<file path="config.mk">
export PLATFORM = sky130hd
export DESIGN_NAME = mmio_uart_tx
export DESIGN_NICKNAME = d
export VERILOG_FILES = /design/src/rtl/mmio_uart_tx.sv
export SDC_FILE = /design/constraint.sdc
export NUM_CORES = 1
export LEC_CHECK = 0
export CORE_MARGIN = 4
export CORE_UTILIZATION = 55
export CTS_BUF_LIST = sky130_fd_sc_hd__clkbuf_2
export CTS_CLUSTER_SIZE = 20
export DETAILED_ROUTE_END_ITERATION = 8
export HOLD_SLACK_MARGIN = 0.03
export PLACE_DENSITY = 0.86
export SLEW_MARGIN = 20
export SYNTH_ARGS = -nofsm -noshare
export SYNTH_HDL_FRONTEND = slang
export SYNTH_SLANG_ARGS = --single-unit
export TNS_END_PERCENT = 5
</file>
<file path="constraint.sdc">
create_clock -name clk -period 4.1 [get_ports clk]
set_input_delay 0.41 -clock clk [delete_from_list [all_inputs] [get_ports clk]]
set_output_delay 0.41 -clock clk [all_outputs]
set_load 0.02 [all_outputs]
</file>
<file path="src/rtl/mmio_uart_tx.sv">
// mmio_uart_tx: memory-mapped UART transmitter on the CPU data-memory bus.
// Stores to TXDATA queue bytes in a FIFO. Each byte is sent on tx as a start bit,
// eight data bits LSB first and one stop bit. Loads from STATUS report the FIFO state.
//
// Ports:
//   clk   in   system clock, rising edge
//   rst   in   asynchronous active-high reset
//   A     in   [31:0] byte address
//   WE    in   store strobe
//   WD    in   [31:0] store data
//   RD    out  [31:0] load data, combinational, zero when sel=0
//   sel   out  address falls inside the 16-byte register window
//   tx    out  serial line, idle high, registered
//   busy  out  shifter active or FIFO not empty
//
// Register map (A[1:0] ignored):
//   0x0 TXDATA  W: push WD[7:0]          R: 0
//   0x4 STATUS  R: {count[3:0], ovf, busy, empty, full}  W: WD[3]=1 clears ovf
//   0x8, 0xC    reserved: read 0, writes ignored
module mmio_uart_tx #(
  parameter logic [31:0] BASE_ADDR    = 32'h0001_0000,
  parameter int unsigned FIFO_DEPTH   = 8,
  parameter int unsigned CLKS_PER_BIT = 16
) (
  input  logic        clk,
  input  logic        rst,
  input  logic [31:0] A,
  input  logic        WE,
  input  logic [31:0] WD,
  output logic [31:0] RD,
  output logic        sel,
  output logic        tx,
  output logic        busy
);

  localparam int unsigned PtrW  = (FIFO_DEPTH > 1) ? $clog2(FIFO_DEPTH) : 1;
  localparam int unsigned CntW  = $clog2(FIFO_DEPTH + 1);
  localparam int unsigned BcntW = $clog2(CLKS_PER_BIT);

  typedef enum logic [1:0] {StIdle, StStart, StData, StStop} state_e;

  // Bus decode
  logic wr_txdata;
  logic wr_status;

  assign sel       = (A[31:4] == BASE_ADDR[31:4]);
  assign wr_txdata = WE & sel & (A[3:2] == 2'd0);
  assign wr_status = WE & sel & (A[3:2] == 2'd1);

  // FIFO state
  logic [7:0]      mem [FIFO_DEPTH];
  logic [PtrW-1:0] wptr_q;
  logic [PtrW-1:0] rptr_q;
  logic [CntW-1:0] count_q;
  logic            ovf_q;
  logic            full;
  logic            empty;
  logic            pop;
  logic            push_ok;
  logic            push_drop;

  // Shifter state
  state_e           state_q, state_d;
  logic [BcntW-1:0] bcnt_q, bcnt_d;
  logic [2:0]       bidx_q, bidx_d;
  logic [7:0]       shreg_q, shreg_d;
  logic             tx_q, tx_d;
  logic             bit_done;

  assign full  = (count_q == CntW'(FIFO_DEPTH));
  assign empty = (count_q == '0);

  // The shifter takes the head whenever it sits in IDLE with data waiting.
  assign pop = (state_q == StIdle) & ~empty;

  // A pop in the same cycle frees the slot, so a push into a full FIFO still lands.
  assign push_ok   = wr_txdata & (~full | pop);
  assign push_drop = wr_txdata & ~push_ok;

  // Storage needs no reset; emptiness is carried by the pointers and count.
  always_ff @(posedge clk) begin
    if (push_ok) begin
      mem[wptr_q] <= WD[7:0];
    end
  end

  always_ff @(posedge clk or posedge rst) begin
    if (rst) begin
      wptr_q  <= '0;
      rptr_q  <= '0;
      count_q <= '0;
      ovf_q   <= 1'b0;
    end else begin
      if (push_ok) begin
        wptr_q <= wptr_q + PtrW'(1);
      end
      if (pop) begin
        rptr_q <= rptr_q + PtrW'(1);
      end
      unique case ({push_ok, pop})
        2'b10:   count_q <= count_q + CntW'(1);
        2'b01:   count_q <= count_q - CntW'(1);
        default: count_q <= count_q;
      endcase
      if (push_drop) begin
        ovf_q <= 1'b1;
      end else if (wr_status && WD[3]) begin
        ovf_q <= 1'b0;
      end
    end
  end

  // Shifter: state register
  always_ff @(posedge clk or posedge rst) begin
    if (rst) begin
      state_q <= StIdle;
      bcnt_q  <= '0;
      bidx_q  <= '0;
      shreg_q <= '0;
      tx_q    <= 1'b1;
    end else begin
      state_q <= state_d;
      bcnt_q  <= bcnt_d;
      bidx_q  <= bidx_d;
      shreg_q <= shreg_d;
      tx_q    <= tx_d;
    end
  end

  assign bit_done = (bcnt_q == BcntW'(CLKS_PER_BIT - 1));

  // Shifter: next state
  always_comb begin
    state_d = state_q;
    bcnt_d  = bcnt_q;
    bidx_d  = bidx_q;
    shreg_d = shreg_q;
    unique case (state_q)
      StIdle: begin
        if (!empty) begin
          state_d = StStart;
          bcnt_d  = '0;
          shreg_d = mem[rptr_q];
        end
      end
      StStart: begin
        if (bit_done) begin
          state_d = StData;
          bcnt_d  = '0;
          bidx_d  = '0;
        end else begin
          bcnt_d = bcnt_q + BcntW'(1);
        end
      end
      StData: begin
        if (bit_done) begin
          bcnt_d = '0;
          if (bidx_q == 3'd7) begin
            state_d = StStop;
          end else begin
            bidx_d = bidx_q + 3'd1;
          end
        end else begin
          bcnt_d = bcnt_q + BcntW'(1);
        end
      end
      StStop: begin
        if (bit_done) begin
          state_d = StIdle;
          bcnt_d  = '0;
        end else begin
          bcnt_d = bcnt_q + BcntW'(1);
        end
      end
      default: state_d = StIdle;
    endcase
  end

  // Shifter: outputs. tx is registered from the next-state line level, so the line
  // changes on the same edge the state does and never sees WE or A combinationally.
  always_comb begin
    tx_d = 1'b1;
    unique case (state_d)
      StStart: tx_d = 1'b0;
      StData:  tx_d = shreg_d[bidx_d];
      default: tx_d = 1'b1;
    endcase
    busy = (state_q != StIdle) | ~empty;
  end

  assign tx = tx_q;

  // Load path: zero latency so a load can complete in the same cycle.
  logic [31:0] count_ext;
  logic [3:0]  count_sat;
  logic [31:0] status;

  assign count_ext = 32'(count_q);
  assign count_sat = (count_ext > 32'd15) ? 4'd15 : count_ext[3:0];
  assign status    = {24'b0, count_sat, ovf_q, busy, empty, full};

  always_comb begin
    RD = '0;
    if (sel && (A[3:2] == 2'd1)) begin
      RD = status;
    end
  end

  logic unused_bits;
  assign unused_bits = ^{A[1:0], WD[31:8], count_ext[31:4]};

endmodule

</file>
==> results_dict.tcl <==
set metrics [dict create \
    status "finished clean" \
    fp.dieW_um 98.41 \
    finalSetupViolations 0 \
    overflow 0 \
    dieArea_sq_mm 0.009685 \
    grt_max_degree 35 \
    synth_area_sq_mm 0.004496 \
    fp-row-count 32 \
    power_frac_clock 0.267 \
    post-route-util 0.6539 \
    ant_nets 0 \
    worstRegToRegCells 13 \
    crit_fanout 7 \
    ys_seq_elements 93 \
    final_nets 478 \
    synth_compound_area_frac 0.09435 \
    insertion_delay_ps 550 \
    area_growth_pct 14.14 \
    slew_headroom 0.4704 \
    io_pins 102 \
    clkTransAtPathRegs_ps 260 \
    cts.sinks 93 \
    htreeDepth 3 \
    gr-usage-all-layers 0.1808 \
    ff2ff_setup_slack_ps 1370 \
    nFillCells 569 \
    final_cells 506 \
    wirelength_um 8598 \
    p_comb_frac 0.084 \
    yosys.area.top_type "edfxtp_1" \
    layout-drive-gt1-share 0.1064 \
    synthMuxAreaShare 0.08377 \
    synthSimpleGateAreaFrac 0.1127 \
    cp_slowest_cell "clkdlybuf4s50_1" \
    layout_commonest_cell "edfxtp_1" \
    clock_skew_ps 17.63 \
    worstMarginPinSlew_ps 792.7 \
    drtIter0Drc 166 \
    worst_setup_path_end_kind "output pin" \
    fmaxAchievable_mhz 303.7 \
    die-height_um 98.41 \
    synthAdderAreaFrac 0.03340 \
    power_per_cell_area_mw_per_mm2 312.8 \
    fin_crit_ps 3293 \
    slew_violations 0 \
    hold_path_class "in2async" \
    drt_first_pass_iters 4 \
    vias 2818 \
    grt_pass1_wl_um 13580 \
    netlist_instances 342 \
    cp_num_buf_inv 3 \
    setup_slack_ps 807.3 \
    worstPathRequired_ps 3690 \
    avgSynthCellArea_sq_um 13.14 \
    rsz0062_at_grt "no" \
    grt_pass1_vias 2771 \
    seqPwrFrac 0.649 \
    cts_tree "built" \
    synth_edf_count 64 \
    mostFrequentLayoutCells "edfxtp_1 (64), clkdlybuf4s50_1 (51), mux2i_1 (32)" \
    synth.yosys.seq_area_share 0.5892 \
    peakVddDrop_v 0.0002506 \
    crit_family "simple AND/OR/NAND/NOR gates" \
    io_buffers 51 \
    crit_type "in2out" \
    synthDistinctLibCells 54 \
    postCtsSetupRepairBufs 0 \
    p_int_mw 1.192 \
    cp-start-kind "input port" \
    maxCapViolCount 0 \
    wl_per_cell_um 16.99 \
    yosys.area_share.xor_xnor 0.01753 \
    place_inst 490 \
    power.switching_uw 412.8 \
    synth_ff_type "edfxtp_1" \
    ys_warn_count 0 \
    gp_congestion 0.8422 \
    vias_per_cell 5.569 \
    crit_arrival_ps 2880 \
    root_buffer "clkbuf_2" \
    synthTopCellsByArea "edfxtp_1 (43%), dfrtp_1 (16%), mux2i_1 (7.1%)" \
    place_ws_ps 806.5 \
    hold_buffers 0 \
    timing.rr.end "count_q[2]$_DFFE_PP0P_" \
    worst_path_largest_cell_delay_ps 650 \
    reg2reg_from "state_q[0]$_DFF_PP0_" \
    fin_crit_sh 0.8031 \
    clockBufferDepth 2 \
    postCtsResizedCells 0 \
    start_util 0.5729 \
    synth_top_family_by_area "simple AND/OR/NAND/NOR gates" \
    diodes 0 \
    p_sw_frac 0.2572 \
    worstPathCellList "clkdlybuf4s50_1 -> nor4_1 -> nand4_1 -> nor4b_2 -> buf_4 -> and2_1 -> nor4b_1 -> clkdlybuf4s50_1" \
    core_area_sq_mm 0.007848 \
    yosys.area.top_type_share 0.4275 \
    tns_ps 0 \
    cts_buffers 9 \
    hold_viol_final 0 \
    p_leak_nw 1.928 \
    dp.final_hpwl_um 6091 \
    antenna_found_initial 0 \
    cp_common_cell "clkdlybuf4s50_1" \
    synthArstFlopShare 0.3118 \
    drc 0 \
]
per-stage QoR:
step | total power [mW] | cell area, sq um | hold WS (ps)
after floorplan | 1.149 | 4582 | 438.6
after detailed placement | 1.195 | 5019 | 467.3
after global routing | 1.668 | 5131 | 202.8
after global placement | 1.189 | 5019 | 456.6
after CTS | 1.616 | 5131 | 373.7
final | 1.605 | 5131 | 195.9
layout make-up:
class | count | area (sq um) | share of cell area
sequential | 93 | 2649 | 0.5162
multi-input combinational | 227 | 1627 | 0.3170
timing repair buffer | 62 | 593.1 | 0.1156
tap | 102 | 127.6 | 0.02487
clock inverter | 7 | 67.56 | 0.01317
clock buffer | 9 | 45.04 | 0.008778
inverter | 6 | 22.52 | 0.004389
how the worst max path moves through the flow:
stage                           startpoint    end  slack (ps)  cells after the start
CTS                                   A[5]  RD[0]         810                      8
floorplan                             A[5]  RD[0]        1330                      5
global placement                      A[5]  RD[0]         840                      8
detailed placement                    A[5]  RD[0]         810                      8
global route        count_q[0]$_DFFE_PP0P_  RD[2]         610                      5
finish                                A[5]  RD[0]         810                      8
Yosys cell counts, types with 6 or more instances:
cell	n
a21oi_1	7
a22o_1	14
and2_1	10
buf_4	27
dfrtp_1	28
edfxtp_1	64
ha_1	12
inv_1	6
mux2i_1	32
nand2_1	24
nand3_1	7
nor2_1	15
nor2b_1	7
nor4_1	8
o21ai_0	7
o31ai_1	6
metal layers:
metal / track usage / vias up / routed length [um]
met5: 0 / - / 0
li1: - / 1343 / -
met4: 0.06723 / 0 / 100
met2: 0.3183 / 100 / 4486
met1: 0.2182 / 1366 / 3476
met3: 0.03892 / 9 / 535
state kept, by name (all words and copies together), names as in the netlist:
name / cells
count_q: 4
rptr_q: 3
shreg_q: 8
wptr_q: 3
bcnt_q: 4
tx: 1
mem: 64
state_q: 2
bidx_q: 3
ovf_q: 1
power by group through the flow:
stage / combinational, mW / sequential [mW] / clock, mW
after global routing: 0.147 / 1.05 / 0.476
after detailed placement: 0.133 / 1.06 / 0
final: 0.135 / 1.04 / 0.428
after floorplan: 0.0896 / 1.06 / 0
after CTS: 0.134 / 1.04 / 0.439
after global placement: 0.128 / 1.06 / 0
cell families after synthesis:
| kind of cell | Yosys count |
|---|---|
| xor gates and xnor gates | 9 |
| buffers and inverters | 45 |
| and+or+nand+nor | 90 |
| muxes | 37 |
| other | 1 |
| adders and majority gates | 12 |
| DFF | 93 |
| AOI/OAI and AO/OA | 55 |
Power figures use the tool's default switching activity.
